$ cat src/rtl/afpm_pkg.sv
// Shared constants and FSM encodings for the AFPM result transmit path.
// Latency: n/a (declarations only).
// Backpressure: n/a.
// Optional macro AFPM_TX_CHECKSUM_EN adds the checksum-byte state encoding.
package afpm_pkg;

  localparam int AFPM_BYTE_W = 8;
  localparam int AFPM_FP16_W = 16;

  // Number of lane-sized bytes in one result word.
  function automatic int afpm_nbytes(input int data_w, input int byte_w);
    return data_w / byte_w;
  endfunction

  localparam int AFPM_NBYTES = afpm_nbytes(AFPM_FP16_W, AFPM_BYTE_W);

  // Transmit FSM encodings.
  localparam logic [1:0] ST_IDLE = 2'd0;
  localparam logic [1:0] ST_SEND = 2'd1;
`ifdef AFPM_TX_CHECKSUM_EN
  localparam logic [1:0] ST_CSUM = 2'd2;
`endif

endpackage

$ cat src/rtl/afpm_result_serializer_if.sv
// Bundle for the serializer: result handshake in, framed byte stream out.
// Latency: n/a (wiring only).
// Backpressure: res_ready qualifies res_valid; the byte stream has no backpressure.
// master: result producer / byte consumer side.  slave: the serializer.
interface afpm_result_serializer_if #(
  parameter int DATA_W = 16,
  parameter int BYTE_W = 8
);
  logic [DATA_W-1:0] res_data;
  logic              res_valid;
  logic              res_ready;
  logic [BYTE_W-1:0] tx_byte;
  logic              tx_valid;
  logic              tx_first;
  logic              tx_last;
  logic              busy;

  modport master (
    output res_data, res_valid,
    input  res_ready, tx_byte, tx_valid, tx_first, tx_last, busy
  );

  modport slave (
    input  res_data, res_valid,
    output res_ready, tx_byte, tx_valid, tx_first, tx_last, busy
  );
endinterface

$ cat src/rtl/afpm_sync_fifo.sv
// Small synchronous FIFO with occupancy count and same-cycle push/pop.
// Latency: a pushed word is visible at pop_dat the cycle after the push.
// Backpressure: none internally; caller must not push when full or pop when empty.
// Ports: clk, rst_n (async active-low), push/push_dat, pop/pop_dat, count.
module afpm_sync_fifo #(
  parameter  int W     = 16,
  parameter  int DEPTH = 2,
  localparam int PTR_W = $clog2(DEPTH),
  localparam int CNT_W = PTR_W + 1
) (
  input  logic             clk,
  input  logic             rst_n,
  input  logic             push,
  input  logic [W-1:0]     push_dat,
  input  logic             pop,
  output logic [W-1:0]     pop_dat,
  output logic [CNT_W-1:0] count
);

  logic [W-1:0]     mem_q [DEPTH];
  logic [PTR_W-1:0] wr_ptr_q, wr_ptr_d;
  logic [PTR_W-1:0] rd_ptr_q, rd_ptr_d;
  logic [CNT_W-1:0] count_q, count_d;

  // DEPTH is a power of two, so pointers wrap naturally.
  always_comb begin
    wr_ptr_d = wr_ptr_q + PTR_W'(push);
    rd_ptr_d = rd_ptr_q + PTR_W'(pop);
    count_d  = count_q + CNT_W'(push) - CNT_W'(pop);
  end

  always_ff @(posedge clk or negedge rst_n) begin
    if (!rst_n) begin
      wr_ptr_q <= '0;
      rd_ptr_q <= '0;
      count_q  <= '0;
    end else begin
      wr_ptr_q <= wr_ptr_d;
      rd_ptr_q <= rd_ptr_d;
      count_q  <= count_d;
    end
  end

  // Storage needs no reset: the count gates every read.
  always_ff @(posedge clk) begin
    if (push) mem_q[wr_ptr_q] <= push_dat;
  end

  assign pop_dat = mem_q[rd_ptr_q];
  assign count   = count_q;

endmodule

$ cat src/rtl/afpm_result_serializer.sv
// Buffers 16-bit results and streams them LSB byte first with first/last strobes.
// Latency: 1 cycle from accept (idle, empty queue) to byte 0; frames run back-to-back.
// Backpressure: res_ready low when queue is full, ena is low or reset is asserted.
// Ports: clk, rst_n (async active-low), ena (freeze when low), bus (slave modport).
// Optional macro AFPM_TX_CHECKSUM_EN appends an XOR checksum byte to every frame.
module afpm_result_serializer
  import afpm_pkg::*;
#(
  parameter int          DATA_W     = AFPM_FP16_W,
  parameter int          BYTE_W     = AFPM_BYTE_W,
  parameter int          FIFO_DEPTH = 2,
  parameter logic [7:0]  IDLE_BYTE  = 8'h00
) (
  input  logic                    clk,
  input  logic                    rst_n,
  input  logic                    ena,
  afpm_result_serializer_if.slave bus
);

  localparam int NB     = afpm_nbytes(DATA_W, BYTE_W);
  localparam int CNT_W  = $clog2(NB + 1);
  localparam int FCNT_W = $clog2(FIFO_DEPTH) + 1;
  localparam logic [CNT_W-1:0] NB_C = CNT_W'(NB);

  logic [1:0]        state_q, state_d;
  logic [DATA_W-1:0] shreg_q, shreg_d;
  logic [CNT_W-1:0]  cnt_q, cnt_d;     // bytes of the current word already emitted
  logic [BYTE_W-1:0] tx_byte_q, tx_byte_d;
  logic              tx_valid_q, tx_valid_d;
  logic              tx_first_q, tx_first_d;
  logic              tx_last_q, tx_last_d;
  logic              busy_q, busy_d;
`ifdef AFPM_TX_CHECKSUM_EN
  logic [BYTE_W-1:0] csum_q, csum_d;
`endif

  logic              fifo_push, fifo_pop, fifo_empty;
  logic [DATA_W-1:0] fifo_dat;
  logic [FCNT_W-1:0] fifo_cnt, fifo_cnt_nxt;
  logic              res_ready, accept, bypass;
  logic              next_frame, start;
  logic [DATA_W-1:0] start_word;

  afpm_sync_fifo #(.W(DATA_W), .DEPTH(FIFO_DEPTH)) u_fifo (
    .clk      (clk),
    .rst_n    (rst_n),
    .push     (fifo_push),
    .push_dat (bus.res_data),
    .pop      (fifo_pop),
    .pop_dat  (fifo_dat),
    .count    (fifo_cnt)
  );

  assign res_ready  = ena & rst_n & (fifo_cnt < FCNT_W'(FIFO_DEPTH));
  assign accept     = bus.res_valid & res_ready;
  assign fifo_empty = (fifo_cnt == '0);
  // Only an idle serializer with nothing queued may load straight from the bus;
  // anything else keeps ordering by going through the FIFO.
  assign bypass     = accept & (state_q == ST_IDLE) & fifo_empty;

  always_comb begin
    state_d      = state_q;
    shreg_d      = shreg_q;
    cnt_d        = cnt_q;
    tx_byte_d    = tx_byte_q;
    tx_valid_d   = tx_valid_q;
    tx_first_d   = tx_first_q;
    tx_last_d    = tx_last_q;
    busy_d       = busy_q;
    fifo_push    = 1'b0;
    fifo_pop     = 1'b0;
    next_frame   = 1'b0;
    start        = 1'b0;
    start_word   = fifo_dat;
    fifo_cnt_nxt = fifo_cnt;
`ifdef AFPM_TX_CHECKSUM_EN
    csum_d       = csum_q;
`endif
    if (ena) begin
      fifo_push = accept & ~bypass;
      case (state_q)
        ST_SEND: begin
          if (cnt_q != NB_C) begin
            tx_byte_d  = shreg_q[BYTE_W-1:0];
            shreg_d    = shreg_q >> BYTE_W;
            cnt_d      = cnt_q + CNT_W'(1);
            tx_valid_d = 1'b1;
            tx_first_d = 1'b0;
`ifdef AFPM_TX_CHECKSUM_EN
            tx_last_d  = 1'b0;
            csum_d     = csum_q ^ shreg_q[BYTE_W-1:0];
`else
            tx_last_d  = (cnt_q == NB_C - CNT_W'(1));
`endif
          end else begin
`ifdef AFPM_TX_CHECKSUM_EN
            tx_byte_d  = csum_q;
            tx_valid_d = 1'b1;
            tx_first_d = 1'b0;
            tx_last_d  = 1'b1;
            state_d    = ST_CSUM;
`else
            next_frame = 1'b1;
`endif
          end
        end
        default: next_frame = 1'b1;  // idle, or checksum byte just went out
      endcase

      if (next_frame) begin
        if (!fifo_empty) begin
          fifo_pop   = 1'b1;
          start      = 1'b1;
          start_word = fifo_dat;
        end else if (bypass) begin
          start      = 1'b1;
          start_word = bus.res_data;
        end else begin
          state_d    = ST_IDLE;
          tx_byte_d  = IDLE_BYTE[BYTE_W-1:0];
          tx_valid_d = 1'b0;
          tx_first_d = 1'b0;
          tx_last_d  = 1'b0;
        end
      end

      // Byte 0 is emitted in the same cycle the word is loaded.
      if (start) begin
        state_d    = ST_SEND;
        tx_byte_d  = start_word[BYTE_W-1:0];
        shreg_d    = start_word >> BYTE_W;
        cnt_d      = CNT_W'(1);
        tx_valid_d = 1'b1;
        tx_first_d = 1'b1;
`ifdef AFPM_TX_CHECKSUM_EN
        tx_last_d  = 1'b0;
        csum_d     = start_word[BYTE_W-1:0];
`else
        tx_last_d  = (NB == 1);
`endif
      end

      fifo_cnt_nxt = fifo_cnt + FCNT_W'(fifo_push) - FCNT_W'(fifo_pop);
      busy_d       = (state_d != ST_IDLE) | (fifo_cnt_nxt != '0);
    end
  end

  always_ff @(posedge clk or negedge rst_n) begin
    if (!rst_n) begin
      state_q    <= ST_IDLE;
      shreg_q    <= '0;
      cnt_q      <= '0;
      tx_byte_q  <= IDLE_BYTE[BYTE_W-1:0];
      tx_valid_q <= 1'b0;
      tx_first_q <= 1'b0;
      tx_last_q  <= 1'b0;
      busy_q     <= 1'b0;
`ifdef AFPM_TX_CHECKSUM_EN
      csum_q     <= '0;
`endif
    end else begin
      state_q    <= state_d;
      shreg_q    <= shreg_d;
      cnt_q      <= cnt_d;
      tx_byte_q  <= tx_byte_d;
      tx_valid_q <= tx_valid_d;
      tx_first_q <= tx_first_d;
      tx_last_q  <= tx_last_d;
      busy_q     <= busy_d;
`ifdef AFPM_TX_CHECKSUM_EN
      csum_q     <= csum_d;
`endif
    end
  end

  assign bus.res_ready = res_ready;
  assign bus.tx_byte   = tx_byte_q;
  assign bus.tx_valid  = tx_valid_q;
  assign bus.tx_first  = tx_first_q;
  assign bus.tx_last   = tx_last_q;
  assign bus.busy      = busy_q;

endmodule

$ cat src/flat_wrapper.sv
// flat-port wrapper written by rule: the top's interface ports become plain ports
module afpm_result_serializer_flat import afpm_pkg::*;
#(
  parameter int          DATA_W     = AFPM_FP16_W,
  parameter int          BYTE_W     = AFPM_BYTE_W,
  parameter int          FIFO_DEPTH = 2,
  parameter logic [7:0]  IDLE_BYTE  = 8'h00
)
  (clk, rst_n, ena, bus_res_data, bus_res_valid, bus_res_ready, bus_tx_byte, bus_tx_valid, bus_tx_first, bus_tx_last, bus_busy);
  afpm_result_serializer_if #(.DATA_W(DATA_W), .BYTE_W(BYTE_W)) bus_i ();
  input  logic clk;
  input  logic rst_n;
  input  logic ena;
  input wire logic [$bits(bus_i.res_data)-1:0] bus_res_data;
  input wire logic [$bits(bus_i.res_valid)-1:0] bus_res_valid;
  output wire logic [$bits(bus_i.res_ready)-1:0] bus_res_ready;
  output wire logic [$bits(bus_i.tx_byte)-1:0] bus_tx_byte;
  output wire logic [$bits(bus_i.tx_valid)-1:0] bus_tx_valid;
  output wire logic [$bits(bus_i.tx_first)-1:0] bus_tx_first;
  output wire logic [$bits(bus_i.tx_last)-1:0] bus_tx_last;
  output wire logic [$bits(bus_i.busy)-1:0] bus_busy;
  assign bus_i.res_data = bus_res_data;
  assign bus_i.res_valid = bus_res_valid;
  assign bus_res_ready = bus_i.res_ready;
  assign bus_tx_byte = bus_i.tx_byte;
  assign bus_tx_valid = bus_i.tx_valid;
  assign bus_tx_first = bus_i.tx_first;
  assign bus_tx_last = bus_i.tx_last;
  assign bus_busy = bus_i.busy;
  afpm_result_serializer #(.DATA_W(DATA_W), .BYTE_W(BYTE_W), .FIFO_DEPTH(FIFO_DEPTH), .IDLE_BYTE(IDLE_BYTE)) u_core (.clk(clk), .rst_n(rst_n), .ena(ena), .bus(bus_i));
endmodule
$ cat config.mk
export PLATFORM = sky130hd
export DESIGN_NAME = afpm_result_serializer_flat
export DESIGN_NICKNAME = d
export VERILOG_FILES = /design/src/rtl/afpm_pkg.sv /design/src/rtl/afpm_result_serializer_if.sv /design/src/rtl/afpm_sync_fifo.sv /design/src/rtl/afpm_result_serializer.sv /design/src/flat_wrapper.sv
export SDC_FILE = /design/constraint.sdc
export NUM_CORES = 1
export LEC_CHECK = 0
export ABC_CLOCK_PERIOD_IN_PS = 3500
export BUFFER_PORTS_ARGS = -buffer_cell sky130_fd_sc_hd__buf_2
export CORE_ASPECT_RATIO = 0.75
export CORE_MARGIN = 1.5
export CORE_UTILIZATION = 33
export CTS_CLUSTER_SIZE = 16
export DETAILED_ROUTE_END_ITERATION = 10
export GPL_ROUTABILITY_DRIVEN = 0
export PLACE_DENSITY_LB_ADDON = 0.12
export SYNTH_ARGS = -nofsm -noshare
export SYNTH_HDL_FRONTEND = slang
export SYNTH_SLANG_ARGS = --single-unit
$ cat constraint.sdc
create_clock -name clk -period 3.5 [get_ports clk]
set_input_delay 0.35 -clock clk [delete_from_list [all_inputs] [get_ports clk]]
set_output_delay 0.35 -clock clk [all_outputs]
set_load 0.02 [all_outputs]
# Yosys cells after proc, flatten, opt, wreduce, memory -nomap -nowiden
# Memory sizes are Yosys's and may differ from the RTL's.
# Index checks and enable logic that the tools add are counted.
# totals
ff_bits	36
latch_bits	0
ram_bits	32
rom_bits	0
output_inout_bits	13
mem_count	1
# memory_table
memory	depth	width	read_ports	rd_ports_with_merged_regs	wr	line	text
u_core.u_fifo.mem_q	2	16	1	0	1	afpm_sync_fifo.sv:20	logic [W-1:0] mem_q [DEPTH];
# classes
n_addsub	7
n_mul	0
div_mod_pow	0
magnitude_cmp	1
n_eq_ne	3
n_shift	0
muxes	52
bitwise	8
n_reduce_logical	7
# ops
cell	count
16-bit two-way mux	6
8-bit two-way mux	6
1-bit two-way mux	32
2-bit two-way mux	8
2-bit nonzero test	4
1-bit bitwise AND	6
2-bit by 1-bit adder with 2-bit output	2
2-bit by 1-bit equality test with 1-bit output (second input constant)	2
2-bit zero test	2
2-bit by 1-bit subtractor with 2-bit output	2
3-bit AND reduction	1
1-bit adder	2
2-bit by 1-bit adder with 2-bit output (second input constant)	1
2-bit less-than comparator (second input constant)	1
2-bit inequality test (second input constant)	1
1-bit NOT	1
1-bit bitwise OR	1

# Logic depth before layout (Yosys ltp)
# depth
depth_word	13
depth_mapped	11

# Cells and area by module
# Synthesis repeated with hierarchy kept, for this count alone.
# hier_totals
cells_unflattened	193
area_unflattened_um2	2731.4
# modules_own_cells
mod	n_inst	cells_each	area_per_inst_um2
afpm_sync_fifo	1	64	1403.8
afpm_result_serializer	1	129	1327.5

# Worst setup path before layout
# OpenSTA, ideal clock, no wires.
# synth_path
kind	reg2reg
start	register u_core.state_q[1]
end	register u_core.busy_q (netlist: u_core.bus.busy)
t_arrival_ps	2447
t_required_ps	3365
path_slack_ps	919
path_stages_with_launch	11
n_path_buf	1
path_cell_list	dfrtp_1 > or3b_1 > or4_4 > buf_6 > and3_4 > inv_2 > ha_1 > inv_1 > ha_1 > nor4_1 > a21oi_1
# synth_between
elab_chain_cells	11
word_cells_on_any_way	24
# synth_rtl
item	line	text
from (decl)	afpm_result_serializer.sv:25	logic [1:0] state_q, state_d;
from (signal assigned)	afpm_result_serializer.sv:162	state_q <= state_d;
branches (longest 10 deep; another with 2-bit by 1-bit adder with 2-bit output)	n/a	
1-bit bitwise OR (*)	afpm_result_serializer.sv:144	busy_d = (state_d != ST_IDLE) | (fifo_cnt_nxt != '0);
to (signal assigned)	afpm_result_serializer.sv:169	busy_q <= busy_d;
to (decl)	afpm_result_serializer.sv:32	logic busy_q, busy_d;
# Every way passes the cells marked *. The select of a mux whose other input is x is not followed.
# A chain may end at the register's enable or synchronous reset.

# Final worst setup path
# Same ends and word-level chain as after synthesis.

==> flow_metrics.py <==
metrics = {
    "setup_path": {
        "crit_path_top_delay_cell": "or4_4",
        "rr_endpoint": "u_core.bus.busy",
        "cp.depth": 9,
        "cp_common_cell": "ha_1",
        "endpoint_kind": "flip-flop",
        "crit_arrival_ps": 2990,
        "cp-start-kind": "flip-flop",
        "slowest_delay_ps": 660,
        "path_cells": "or3b_1 > or4_4 > and3_4 > inv_2 > ha_1 > inv_1 > ha_1 > nor4_1 > a21oi_1",
        "r2r-start": "u_core.state_q[1]",
        "path_max_fanout": 15,
        "reg2reg_slack_ps": 710,
        "critical_path_class": "reg -> reg",
        "path_delay_family": "simple AND/OR/NAND/NOR gates",
        "crit_required_ps": 3700,
        "rr_worst_depth": 9,
        "cp.buffers_inverters": 2,
    },
    "drt": {
        "wl_mm": 5.35,
        "vias_per_cell": 4.85,
        "num_vias": 1600,
        "firstDrtPassIters": 4,
        "detail-route-antenna-nets": 0,
        "drc_errors": 0,
        "post_drt_wl_per_cell_microns": 16.2,
        "dr.first_iter.drc_count": 88,
    },
    "global_route": {
        "grt_pass1_vias": 1628,
        "gr-total-overflow": 0,
        "antenna_found_initial": 0,
        "track_usage": 0.143,
        "grt_first_pass_wirelength_mm": 8.78,
        "grt_max_degree": 30,
    },
    "pwr": {
        "seq_power_share": 0.475,
        "swShare": 0.343,
        "intPower_mw": 1.46,
        "total_power_mw": 2.22,
        "max-vdd-ir-drop_mv": 0.291,
        "power_frac_clock": 0.240,
        "pwr-share-comb": 0.285,
        "p_leak_nw": 1.31,
        "powerDensity_mw_per_mm2": 737,
        "p_sw_mw": 0.762,
    },
    "sta": {
        "max_freq_ghz": 0.358,
        "setup_ws_ps": 709,
        "hold_viol_final": 0,
        "setup_viol": 0,
        "rsz0062_at_grt": "false",
        "fin_tns_setup_ps": 0,
        "skew_ps": 5.61,
        "final.min_clock_period_ps": 2790,
        "fin_crit_sh": 0.797,
        "slew_viol_final": 0,
        "worst_pin_slew_ps": 833,
        "relSlewSlack": 0.444,
    },
    "synthesis": {
        "ys_warn_count": 0,
        "synthCells": 186,
        "synthesis.nets": 212,
        "async_flop_share": 0.467,
        "synth-main-ff-cell": "edfxtp_1",
        "syn_area_per_cell_sq_um": 13.9,
        "syn_area_sq_mm": 0.00258,
        "synth_edf_count": 32,
        "ys_ff_latch": 60,
        "synth_cell_types": 30,
        "seq_area_frac_synth": 0.644,
    },
    "finish": {
        "insertedDiodeCount": 0,
        "final_cell_area_sq_mm": 0.00301,
        "nNetsFinal": 250,
        "layout-drive-gt1-share": 0.306,
        "final_cell_mix": "buf_2 (32), edfxtp_1 (32), dfrtp_1 (28), mux2i_1 (17), mux2_2 (14)",
        "fin_util": 0.404,
        "area_growth_pct": 16.7,
    },
    "floorplanning": {
        "initial_core_util": 0.346,
        "row_count": 27,
        "die_area_sq_mm": 0.00837,
        "die_y_microns": 79.6,
        "core_area_sq_mm": 0.00747,
        "io_pins": 33,
        "die_x_microns": 105,
    },
    "cts": {
        "hold_buffers": 0,
        "clock_sinks": 60,
        "cts_resized": 0,
        "path_clk_slew_ps": 70,
        "clk-insertion-delay-late_ps": 330,
        "clk_path_buf_depth": 2,
        "root_buffer": "clkbuf_8",
        "cts_buffers": 9,
        "postCtsSetupRepairBufs": 0,
        "cts_tree": "built",
        "htree_levels": 3,
    },
    "hold_path": {
        "min_path_type": "in -> async",
    },
    "placed_design": {
        "place_ws_ps": 682,
        "placed_area_sq_mm": 0.00284,
        "io_buffer_count": 32,
        "place_hpwl_mm": 3.58,
    },
    "status": {
        "status": "finished, final reports clean",
    },
    "job": {
        "drv_cap": 0,
    },
}
## Yosys cell counts (2+ instances only)
cell type	instances	area, sq um
dfrtp_1	28	701
mux2i_1	17	170
edfxtp_1	32	961
o22ai_1	6	37.5
inv_1	8	30.0
nor2_1	11	41.3
clkbuf_1	7	26.3
mux2_2	14	158
o2bb2ai_1	12	105
nor4_1	2	12.5
o21ai_0	11	55.1
nand2_1	6	22.5
a21oi_1	9	45.0
xor2_1	2	17.5
ha_1	6	75.1
## final cells by class
type / instances / area [sq um]
clock buffer: 11 / 141
clock inverter: 5 / 27.5
fill: 740 / 4450
inverter: 10 / 37.5
multi-input combinational: 106 / 821
sequential: 60 / 1660
tap: 101 / 126
timing repair buffer: 37 / 198
## worst max path at each step
stage | from | end | slack [ps]
after global placement | bus_res_valid | u_core.bus.busy | 710
after detailed placement | bus_res_valid | u_core.bus.busy | 680
after floorplan | u_core.state_q[1] | u_core.bus.busy | 920
final | u_core.state_q[1] | u_core.bus.busy | 710
after CTS | u_core.state_q[1] | u_core.bus.busy | 700
after global routing | u_core.state_q[1] | u_core.bus.busy | 630
## kinds of logic (layout without fill, tap and decap cells)
family / Yosys count / after routing / synth area share
compound gates: 39 / 39 / 0.0969
xor+xnor: 3 / 3 / 0.0102
fa+ha+maj: 6 / 6 / 0.0291
buf+inv: 20 / 63 / 0.0383
flops: 60 / 60 / 0.644
mux: 31 / 31 / 0.127
simple gates: 27 / 27 / 0.0548
## per-layer routing
metal  part of all wire  GRT usage
met1               0.54      0.204
met4             0.0097     0.0370
met5                  0          0
met2               0.41      0.197
met3              0.042     0.0588
## stage by stage
stage                     hold slack, ps  std cells
after floorplan                     54.4        186
after global placement               401        314
after detailed placement             399        314
after CTS                           28.3        330
after global routing                54.2        330
final                               37.0        330
## sequential cells by signal, summed over array words and instances, names as in the netlist
name and count:
u_core.cnt_q 2, u_core.bus.busy 1, u_core.u_fifo.mem_q 32, u_core.bus.tx_byte 8, u_core.u_fifo.count 2, u_core.bus.tx_last 1
u_core.bus.tx_valid 1, u_core.shreg_q 8, u_core.u_fifo.wr_ptr_q 1, u_core.u_fifo.rd_ptr_q 1, u_core.bus.tx_first 1, u_core.state_q 2
## power groups by stage
| stage | Clock (mW) | Sequential, mW | Combinational [mW] |
|---|---|---|---|
| floorplan | 0 | 1.06 | 0.419 |
| global placement | 0 | 1.07 | 0.636 |
| detailed placement | 0 | 1.07 | 0.640 |
| CTS | 0.555 | 1.06 | 0.644 |
| global route | 0.581 | 1.08 | 0.702 |
| finish | 0.534 | 1.06 | 0.632 |
Power figures use the tool's default switching activity.
